**src/rtl/cpu_pkg.sv**
```systemverilog
// Shared CPU definitions: instruction field positions, fetch state encoding
// and small decode helpers used by the fetch stage and its IF/ID register.
package cpu_pkg;

    // Instruction word field positions (16-bit word)
    localparam int OPC_HI = 15;
    localparam int OPC_LO = 9;
    localparam int RS1_HI = 8;
    localparam int RS1_LO = 6;
    localparam int RS2_HI = 5;
    localparam int RS2_LO = 3;
    localparam int RD_HI  = 2;
    localparam int RD_LO  = 0;

    // Opcode bit that marks a two-word (immediate) instruction
    localparam int TWO_WORD_BIT = 6;

    // Default halt opcode
    localparam logic [6:0] HLT_OPC = 7'h01;

    typedef enum logic [1:0] {
        FETCH     = 2'd0,
        FETCH_IMM = 2'd1,
        HALT      = 2'd2
    } fetch_state_e;

    // True when the opcode announces a second (immediate) word
    function automatic logic is_two_word(input logic [6:0] opc);
        return opc[TWO_WORD_BIT];
    endfunction

endpackage

```
**src/rtl/if_id_reg.sv**
```systemverilog
// IF/ID pipeline register. Holds one decoded instruction for the decode
// stage. flush (highest priority) zeroes every field, load captures a new
// instruction and marks it valid, otherwise the contents are held.
module if_id_reg
    import cpu_pkg::*;
#(
    parameter int ADDR_W = 16
) (
    input  logic              clk,
    input  logic              rst,
    input  logic              load,
    input  logic              flush,
    input  logic [6:0]        d_opcode,
    input  logic [2:0]        d_rsrc1,
    input  logic [2:0]        d_rsrc2,
    input  logic [2:0]        d_rdst,
    input  logic [15:0]       d_imm,
    input  logic [ADDR_W-1:0] d_pc,
    input  logic [ADDR_W-1:0] d_pc_next,
    output logic              valid,
    output logic [6:0]        opcode,
    output logic [2:0]        rsrc1,
    output logic [2:0]        rsrc2,
    output logic [2:0]        rdst,
    output logic [15:0]       imm,
    output logic [ADDR_W-1:0] pc,
    output logic [ADDR_W-1:0] pc_next
);

    // Register with async clear, synchronous flush, load or hold
    always_ff @(posedge clk or negedge rst) begin
        if (!rst) begin
            valid   <= 1'b0;
            opcode  <= '0;
            rsrc1   <= '0;
            rsrc2   <= '0;
            rdst    <= '0;
            imm     <= '0;
            pc      <= '0;
            pc_next <= '0;
        end else if (flush) begin
            valid   <= 1'b0;
            opcode  <= '0;
            rsrc1   <= '0;
            rsrc2   <= '0;
            rdst    <= '0;
            imm     <= '0;
            pc      <= '0;
            pc_next <= '0;
        end else if (load) begin
            valid   <= 1'b1;
            opcode  <= d_opcode;
            rsrc1   <= d_rsrc1;
            rsrc2   <= d_rsrc2;
            rdst    <= d_rdst;
            imm     <= d_imm;
            pc      <= d_pc;
            pc_next <= d_pc_next;
        end
    end

endmodule

```
**src/rtl/fetch_stage.sv**
```systemverilog
// Instruction fetch stage: owns the PC, reads instruction memory
// combinationally, assembles two-word instructions and feeds IF/ID.
//
// Flow control: if_valid marks a real instruction in IF/ID. There is no
// ready signal; downstream back-pressure is the stall input. While stall=1
// (and redirect=0) the PC, FSM, held word and IF/ID all keep their values,
// so an instruction presented with if_valid=1 stays presented until the
// first unstalled edge. redirect overrides stall and flushes IF/ID.
module fetch_stage
    import cpu_pkg::*;
#(
    parameter int              ADDR_W     = 16,
    parameter logic [ADDR_W-1:0] RESET_PC = '0,
    parameter logic [6:0]      HLT_OPCODE = HLT_OPC
) (
    input  logic              clk,
    input  logic              rst,
    input  logic              stall,
    input  logic              redirect,
    input  logic [ADDR_W-1:0] redirect_pc,
    output logic [ADDR_W-1:0] imem_addr,
    input  logic [15:0]       imem_data,
    output logic              if_valid,
    output logic [6:0]        if_opcode,
    output logic [2:0]        if_rsrc1,
    output logic [2:0]        if_rsrc2,
    output logic [2:0]        if_rdst,
    output logic [15:0]       if_imm,
    output logic [ADDR_W-1:0] if_pc,
    output logic [ADDR_W-1:0] if_pc_next,
    output logic              halted,
    output logic [1:0]        dbg_state
);

    fetch_state_e      state_q, state_d;
    logic [ADDR_W-1:0] pc_q, pc_d;
    logic [ADDR_W-1:0] pc_inc;
    logic [15:0]       hold_word_q, hold_word_d;
    logic [ADDR_W-1:0] hold_pc_q, hold_pc_d;

    logic              load;
    logic              flush;
    logic [15:0]       dec_word;
    logic [15:0]       dec_imm;
    logic [ADDR_W-1:0] dec_pc;
    logic [ADDR_W-1:0] dec_pc_next;
    logic [6:0]        word_opc;

    assign pc_inc    = pc_q + 1'b1;
    assign imem_addr = pc_q;
    assign word_opc  = imem_data[OPC_HI:OPC_LO];
    assign halted    = (state_q == HALT);
    assign dbg_state = state_q;

    // PC, FSM state and held first word
    always_ff @(posedge clk or negedge rst) begin
        if (!rst) begin
            state_q     <= FETCH;
            pc_q        <= RESET_PC;
            hold_word_q <= '0;
            hold_pc_q   <= '0;
        end else begin
            state_q     <= state_d;
            pc_q        <= pc_d;
            hold_word_q <= hold_word_d;
            hold_pc_q   <= hold_pc_d;
        end
    end

    // Next-state, PC update and IF/ID load/flush selection
    always_comb begin
        state_d     = state_q;
        pc_d        = pc_q;
        hold_word_d = hold_word_q;
        hold_pc_d   = hold_pc_q;
        load        = 1'b0;
        flush       = 1'b0;
        dec_word    = imem_data;
        dec_imm     = '0;
        dec_pc      = pc_q;
        dec_pc_next = pc_inc;

        if (redirect) begin
            pc_d        = redirect_pc;
            state_d     = FETCH;
            hold_word_d = '0;
            flush       = 1'b1;
        end else if (!stall) begin
            case (state_q)
                FETCH: begin
                    pc_d = pc_inc;
                    if (word_opc == HLT_OPCODE) begin
                        // HLT is presented once, then fetch parks
                        load    = 1'b1;
                        state_d = HALT;
                    end else if (is_two_word(word_opc)) begin
                        // Keep the first word; decode sees a bubble
                        hold_word_d = imem_data;
                        hold_pc_d   = pc_q;
                        flush       = 1'b1;
                        state_d     = FETCH_IMM;
                    end else begin
                        load = 1'b1;
                    end
                end
                FETCH_IMM: begin
                    dec_word = hold_word_q;
                    dec_imm  = imem_data;
                    dec_pc   = hold_pc_q;
                    load     = 1'b1;
                    pc_d     = pc_inc;
                    state_d  = FETCH;
                end
                HALT: begin
                    flush = 1'b1;
                end
                default: begin
                    state_d = FETCH;
                    flush   = 1'b1;
                end
            endcase
        end
    end

    if_id_reg #(
        .ADDR_W (ADDR_W)
    ) u_if_id (
        .clk       (clk),
        .rst       (rst),
        .load      (load),
        .flush     (flush),
        .d_opcode  (dec_word[OPC_HI:OPC_LO]),
        .d_rsrc1   (dec_word[RS1_HI:RS1_LO]),
        .d_rsrc2   (dec_word[RS2_HI:RS2_LO]),
        .d_rdst    (dec_word[RD_HI:RD_LO]),
        .d_imm     (dec_imm),
        .d_pc      (dec_pc),
        .d_pc_next (dec_pc_next),
        .valid     (if_valid),
        .opcode    (if_opcode),
        .rsrc1     (if_rsrc1),
        .rsrc2     (if_rsrc2),
        .rdst      (if_rdst),
        .imm       (if_imm),
        .pc        (if_pc),
        .pc_next   (if_pc_next)
    );

endmodule
```
**config.mk**
```make
export PLATFORM = sky130hd
export DESIGN_NAME = fetch_stage
export DESIGN_NICKNAME = d
export VERILOG_FILES = /design/src/rtl/cpu_pkg.sv /design/src/rtl/if_id_reg.sv /design/src/rtl/fetch_stage.sv
export SDC_FILE = /design/constraint.sdc
export NUM_CORES = 1
export LEC_CHECK = 0
export BUFFER_PORTS_ARGS = -buffer_cell sky130_fd_sc_hd__clkbuf_2
export CORE_UTILIZATION = 55
export CTS_BUF_LIST = sky130_fd_sc_hd__clkbuf_8
export CTS_CLUSTER_SIZE = 28
export DETAILED_ROUTE_END_ITERATION = 12
export HOLD_SLACK_MARGIN = 0.06
export PLACE_DENSITY = 0.88
export SLEW_MARGIN = 20
export SYNTH_ARGS = -nofsm -noshare
export SYNTH_HDL_FRONTEND = slang
export SYNTH_SLANG_ARGS = --single-unit
```
**constraint.sdc**
```tcl
create_clock -name clk -period 4.2 [get_ports clk]
set_clock_uncertainty 0.2 [all_clocks]
set_input_delay 0.84 -clock clk [delete_from_list [all_inputs] [get_ports clk]]
set_output_delay 0.84 -clock clk [all_outputs]
set_load 0.01 [all_outputs]
```
==> results of run 1 <==
[where the power goes]
part	total (mW)	switching [mW]	internal [mW]
sequential	1.28	0.0814	1.19
clock	1.07	0.480	0.590
combinational	0.305	0.173	0.132
[stage by stage]
stage,instance area [um^2],util (%),hold WS (ps),setup slack (ps),cells
finish,6100,69.3,279,1570,710
global route,6100,69.3,319,1500,710
CTS,6100,69.3,285,1570,710
detailed placement,5690,64.6,268,1240,679
global placement,5690,64.6,259,1300,679
floorplan,5060,-,267,1710,484
[flip-flops by register name, summed over array words and instances (netlist names)]
name	flops
imem_addr	16
hold_pc_q	16
dbg_state	2
u_if_id.pc_next	16
hold_word_q	16
u_if_id.valid	1
u_if_id.rdst	3
u_if_id.imm	16
u_if_id.pc	16
u_if_id.rsrc2	3
u_if_id.opcode	7
u_if_id.rsrc1	3
[layer usage]
metal	wire (um)	up-vias
met1	5060	2060
met4	204	0
li1	-	1891
met2	6010	200
met3	975	25
met5	0	-
[kinds of logic (layout without fill, tap and decap cells)]
kind of cell	Yosys count	in the layout	share of synthesized area, %
xor+xnor	22	22	3.81
mux	47	47	9.70
compound gates	100	100	11.7
fa+ha+maj	1	1	0.247
flops	115	115	56.9
buf+inv	41	159	3.44
simple gates	158	158	14.3
[area by class of cell]
cell class	instances	area (um^2)
repair buffers	127	658
well taps	108	135
inverters	1	3.75
flip-flops and latches	115	2880
clock buffers	17	234
clock inverters	14	180
multi-input cells	328	2010
fillers	645	2700
[worst max-delay path, delay by kind of cell (launching register included)]
| family | cells | cell delay, ps |
|---|---|---|
| buffers and inverters | 2 | 660 |
| flip-flops | 1 | 360 |
| AND/OR/NAND/NOR | 1 | 130 |
[cell usage after synthesis]
library cell    n  area, um^2
nor4_1          2        12.5
a31oi_1         2        12.5
o21ai_0        55         275
and3_1          1        6.26
o211ai_1        5        37.5
mux2i_1        31         310
and2b_1         1        7.51
nor3_1          3        15.0
inv_1           1        3.75
and2_1          2        12.5
clkbuf_1       28         105
nor3b_1         1        7.51
a2bb2oi_1       1        8.76
nand3_1        17        85.1
buf_4           1        7.51
buf_1           3        11.3
dfrtp_1       115        2880
ha_1            1        12.5
or4_1           6        45.0
buf_6           1        11.3
buf_2           7        35.0
nand4_1         6        37.5
o31ai_1         1        7.51
nor4b_1         1        8.76
or2_1           1        6.26
nor2_1          9        33.8
and4_1          5        43.8
a21oi_1        18        90.1
or3_1           2        12.5
xor2_1         15         131
nand2_1        98         368
nor2b_1         3        18.8
mux2_2         16         180
a22o_1         18         158
xnor2_1         7        61.3
[worst min path at each step]
stage | startpoint | end | slack (ps) | depth (start not counted)
after floorplan | hold_word_q[15] | u_if_id.opcode[6] | 270 | 1
after global placement | u_if_id.valid | u_if_id.valid | 260 | 2
after detailed placement | u_if_id.valid | u_if_id.valid | 270 | 2
after CTS | u_if_id.valid | u_if_id.valid | 290 | 2
after global routing | hold_pc_q[3] | hold_pc_q[3] | 320 | 1
final | u_if_id.valid | u_if_id.valid | 280 | 2
[layout by cell type, fill, tap and decap left out, types with 2 or more instances in the layout]
| cell | netlist | layout |
|---|---|---|
| clkbuf_2 | 0 | 118 |
| dfrtp_1 | 115 | 114 |
| nand2_1 | 98 | 98 |
| o21ai_0 | 55 | 55 |
| mux2i_1 | 31 | 31 |
| a22o_1 | 18 | 18 |
| a21oi_1 | 18 | 18 |
| nand3_1 | 17 | 17 |
| clkbuf_8 | 0 | 17 |
| mux2_2 | 16 | 16 |
| xor2_1 | 15 | 15 |
| nor2_1 | 9 | 9 |
| buf_4 | 1 | 9 |
| xnor2_1 | 7 | 7 |
| nand4_1 | 6 | 6 |
| or4_1 | 6 | 6 |
| and4_1 | 5 | 5 |
| o211ai_1 | 5 | 5 |
| clkinvlp_4 | 0 | 5 |
| nor3_1 | 3 | 3 |
| inv_6 | 0 | 3 |
| clkinv_4 | 0 | 3 |
| bufinv_16 | 0 | 3 |
| nor2b_1 | 3 | 2 |
| or3_1 | 2 | 2 |
| and2_1 | 2 | 2 |
| a31oi_1 | 2 | 2 |
| nor4_1 | 2 | 2 |
==> results.ini, run 1 <==
[clock_network]
tritoncts=built
postCtsSetupRepairBufs=0
htree_levels=4
clkSinkCount=115
cts_made_buffers=17
path_clk_slew_ps=70
clockBufferDepth=2
cts_resized=0
cts_hold_buf=0
root_buffer=clkbuf_8
clk_latency_ps=430

[critical_path]
crit_path_start=dbg_state[0]
endpoint_kind=primary output
start_kind=register
crit_arrival_ps=1590
path_cells=buf_4 -> nor2b_1 -> clkbuf_2
rr_worst_depth=4
worstSetupEndpoint=halted
regToRegSetupSlack_ps=1770
cp_max_fo=37
slowest_delay_ps=500
cp.required_ps=3160
critPathKind=register to primary output
worstReg2RegStart=dbg_state[1]
r2r_end=u_if_id.pc_next[13]
cpMaxStageDelayCell=buf_4

[outcome]
outcome=finished with violations
violations=DRC

[global_routing]
grt_pass1_vias=4009
grt_overflow=0
use_met3_pct=6.66
grt_pass1_wl_um=20000
gr-usage-met2_pct=42.4
antenna_found_initial=0
grt_max_degree=79
gr-max-usage-layer=met2
grt.total_usage_pct=26.9
gr-usage-met1_pct=36.3

[floorplanning]
core_area_um2=8810
rows=34
die_x_um=97.9
ioPinCount=120
initial_utilization_pct=57.4
dieArea_um2=9580
die_h_um=97.9

[timing]
hold_viol_final=0
slew_viol_final=0
max_freq_mhz=381
finalSetupTns_ps=0
setup_viol=0
slew_headroom_pct=35.6
min_period_ps=2630
tightest_slew_ps=967
period_share_pct=62.5
rsz0062_at_grt=no

[yosys]
postSynthRegisterBits=115
synth.yosys.warnings=0
seq_area_frac_synth_pct=56.9
syn_avg_cell_area_um2=10.4
syn_nets=521
syn_inst=484
netlist_area_um2=5060
ys_types=35

[placement]
port_buffers=119
gp_congestion=0.821
dpl.hpwl_um=8320

[final_layout]
syn_to_final_growth_pct=20.7
final_nets=627
drive_gt1_share_pct=29.2
n_antenna_cell=0

[run]
drv_cap=0

[power_and_ir_drop]
powerDensity_nw_per_um2=434
p_total_mw=2.65
leakagePower_nw=2.88
irDropWorstVdd_uv=255

[route]
firstDrtPassIters=9
via_count=4176
wl_per_cell_um=17.2
drtIter0Drc=227
drcViolationCount=11
ant_nets=0
routed_via_density=5.88
wl_um=12200

[hold_path]
min_path_type=register to register

Power figures use the tool's default switching activity.
==> inputs of run 2 (changes only) <==
--- a/config.mk
+++ b/config.mk
@@ -5,13 +5,14 @@
 export SDC_FILE = /design/constraint.sdc
 export NUM_CORES = 1
 export LEC_CHECK = 0
+export ABC_AREA = 1
 export BUFFER_PORTS_ARGS = -buffer_cell sky130_fd_sc_hd__clkbuf_2
 export CORE_UTILIZATION = 55
 export CTS_BUF_LIST = sky130_fd_sc_hd__clkbuf_8
 export CTS_CLUSTER_SIZE = 28
 export DETAILED_ROUTE_END_ITERATION = 12
 export HOLD_SLACK_MARGIN = 0.06
-export PLACE_DENSITY = 0.88
+export PLACE_DENSITY = 0.87
 export SLEW_MARGIN = 20
 export SYNTH_ARGS = -nofsm -noshare
 export SYNTH_HDL_FRONTEND = slang
==> constraint.sdc (replaced) <==
create_clock -name clk -period 2.7 [get_ports clk]
set_clock_uncertainty 0.2 [all_clocks]
set_input_delay 0.54 -clock clk [delete_from_list [all_inputs] [get_ports clk]]
set_output_delay 0.54 -clock clk [all_outputs]
set_load 0.01 [all_outputs]
==> results.ini, run 2 <==
[outcome]
outcome=completed  ; was finished with violations

[final_layout]
syn_to_final_growth_pct=21.1  ; was 20.7%
n_antenna_cell=0  ; unchanged
layout_commonest_cell=nand2_1  ; was clkbuf_2
drive_gt1_share_pct=26.2  ; was 29.2%
multiInputGateArea_um2=1960  ; was 2010 um^2
final_nets=761  ; was 627
fill_cells=732  ; was 645
final_cell_mix=nand2_1, clkbuf_2, dfrtp_1  ; was clkbuf_2, dfrtp_1, nand2_1
seqCellArea_um2=2880  ; about the same

[route]
wl_per_cell_um=14.9  ; was 17.2 um
drtIter0Drc=324  ; was 227
ant_nets=0  ; unchanged
drcViolationCount=0  ; was 11
wl_met1_um=5570  ; was 5060 um
wl_met2_um=6030  ; was 6010 um
via_count=4631  ; was 4176
firstDrtPassIters=7  ; was 9
dr_wl_met3_um=974  ; was 975 um
wl_um=12900  ; was 12200 um
routed_via_density=5.35  ; was 5.88
top_layer=met4  ; unchanged

[critical_path]
worstReg2RegStart=dbg_state[0]  ; was dbg_state[1]
crit_arrival_ps=1280  ; was 1590 ps
cpMaxStageDelayCell=dfrtp_1  ; was buf_4
rr_worst_depth=5  ; was 4
slowest_delay_ps=620  ; was 500 ps
cp.required_ps=1960  ; was 3160 ps
path_cells=nor2_1 -> clkbuf_2  ; was buf_4 -> nor2b_1 -> clkbuf_2
r2r_end=u_if_id.pc[13]  ; was u_if_id.pc_next[13]
endpoint_kind=primary output  ; unchanged
cp_max_fo=9  ; was 37
regToRegSetupSlack_ps=740  ; was 1770 ps
start_kind=register  ; unchanged
critPathKind=register to primary output  ; unchanged

[timing]
hold_viol_final=0  ; unchanged
period_share_pct=74.8
setup_viol=0  ; unchanged
rsz0062_at_grt=no  ; unchanged
tightest_slew_ps=633  ; was 967 ps
hold_ws_ps=136  ; was 279 ps
slew_viol_final=0  ; unchanged
min_period_ps=2020
max_freq_mhz=495
slew_headroom_pct=57.7  ; was 35.6%
finalSetupTns_ps=0  ; unchanged

[hold_path]
min_path_type=input pin to register  ; was register to register
hold-path-cell-count=3  ; was 2
hold_end=imem_addr[3]  ; was u_if_id.valid
hold_start=redirect_pc[3]  ; was u_if_id.valid

[yosys]
seq_area_frac_synth_pct=54.9  ; was 56.9%
synth_common_cells=nand2_1, dfrtp_1, o21ai_0, inv_1, o21ai_1  ; was dfrtp_1, nand2_1, o21ai_0, mux2i_1, clkbuf_1
netlist_area_um2=5240  ; was 5060 um^2
synth-edff-count=0  ; unchanged
synthFlopType=dfrtp_1  ; unchanged
synth.most_common_cell=nand2_1  ; was dfrtp_1
syn_inst=608  ; was 484
synth_top_area_cell=dfrtp_1  ; unchanged
ys_async_sr_fraction_pct=100  ; unchanged
synth.yosys.warnings=0  ; unchanged
postSynthRegisterBits=115  ; unchanged
synth_area_leaders=dfrtp_1, nand2_1, o21ai_0, inv_1, o21ai_1  ; was dfrtp_1, nand2_1, mux2i_1, o21ai_0, mux2_2
ys_types=30  ; was 35
synth_top_area_share_pct=54.9  ; was 56.9%
syn_avg_cell_area_um2=8.61  ; was 10.4 um^2
syn_nets=645  ; was 521

[power_and_ir_drop]
powerDensity_nw_per_um2=687  ; was 434 nW/um^2
p_int_mw=3.11  ; was 1.92 mW
p_sw_mw=1.24  ; was 735 uW
leakagePower_nw=3.38  ; was 2.88 nW
seqPwrFrac_pct=45.6  ; was 48.1%
switching_share_pct=28.6  ; was 27.7%
p_comb_share_pct=15.1  ; was 11.5%
clkPwrFrac_pct=39.3  ; was 40.4%
irDropWorstVdd_uv=378  ; was 255 uV

[placement]
gp_congestion=0.935  ; was 0.821
port_buffers=119  ; unchanged
dpl.hpwl_um=9090  ; was 8320 um

[clock_network]
clkSinkCount=115  ; unchanged
cts_made_buffers=17  ; unchanged
root_buffer=clkbuf_8  ; unchanged
tritoncts=built  ; unchanged
path_clk_slew_ps=70  ; about the same
htree_levels=4  ; unchanged
clk_latency_ps=430  ; about the same
clockBufferDepth=2  ; unchanged
postCtsSetupRepairBufs=0  ; unchanged

[run]
drv_cap=0  ; unchanged

[floorplanning]
die_x_um=99.6  ; was 97.9 um
ioPinCount=120  ; unchanged
dieArea_um2=9920  ; was 9580 um^2
die_h_um=99.6  ; was 97.9 um
core_area_um2=9240  ; was 8810 um^2
initial_utilization_pct=56.7  ; was 57.4%
rows=35  ; was 34

[global_routing]
antenna_found_initial=0  ; unchanged
grt_pass1_vias=4280  ; was 4009
grt_pass1_wl_um=21200  ; was 20000 um
grt.total_usage_pct=28.0  ; was 26.9%
grt_max_degree=75  ; was 79
grt_overflow=0  ; unchanged

## run 2: area by class of cell
cell class	count	area share, %
clock inverters	14	2.70
flip-flops and latches	115	45.4
inverters	60	3.55
multi-input cells	403	30.9
repair buffers	127	11.0
well taps	129	2.55
clock buffers	18	3.91
## run 2: critical path, delay by kind of cell (launching register included)
| kind | cells | cell delay [ps] |
|---|---|---|
| DFF | 1 | 620 |
| buffers and inverters | 1 | 140 |
| and+or+nand+nor | 1 | 90 |
## run 2: worst max path at each step
| stage | start | end | depth (start not counted) |
|---|---|---|---|
| global route | dbg_state[0] | u_if_id.pc[4] | 5 |
| floorplan | imem_data[15] | hold_pc_q[11] | 9 |
| finish | dbg_state[0] | halted | 2 |
| CTS | dbg_state[0] | halted | 2 |
| global placement | stall | u_if_id.pc_next[3] | 6 |
| detailed placement | stall | u_if_id.pc_next[6] | 6 |
## run 2: power by group through the flow
stage	registers, mW	clock network [mW]	logic [mW]
6_report	1.98	1.71	0.659
5_1_grt	2.00	1.79	0.737
3_5_place_dp	2.01	0	0.653
3_3_place_gp	2.01	0	0.629
4_1_cts	1.98	1.72	0.661
2_1_floorplan	2.03	0	0.374
## run 2: repair_timing
item / 4_1_cts / 5_1_grt
hold endpoints to repair: 13 / 0
hold buffers: 1 / 0
resized for setup: 0 / 0
## run 2: logic make-up after synthesis
family	count (synthesis)	synth area share (%)
xor+xnor	7	1.17
compound gates	139	15.2
flops	115	54.9
simple gates	256	20.8
buf+inv	90	7.64
fa+ha+maj	1	0.239
## run 2: through the flow
step	utilization (%)	instances	setup WS [ps]	total power [mW]	area (um^2)
after global routing	68.6	866	564	4.53	6340
after CTS	68.6	866	666	4.36	6340
after global placement	64.0	833	731	2.64	5910
final	68.6	866	680	4.35	6340
after detailed placement	64.0	833	605	2.67	5910
after floorplan	-	608	1080	2.40	5240
## run 2: layer usage
| metal | vias to the layer above | global-route usage (%) |
|---|---|---|
| li1 | 2206 | - |
| met4 | 0 | 13.5 |
| met2 | 206 | 42.1 |
| met5 | - | 0 |
| met1 | 2193 | 38.3 |
| met3 | 26 | 7.03 |
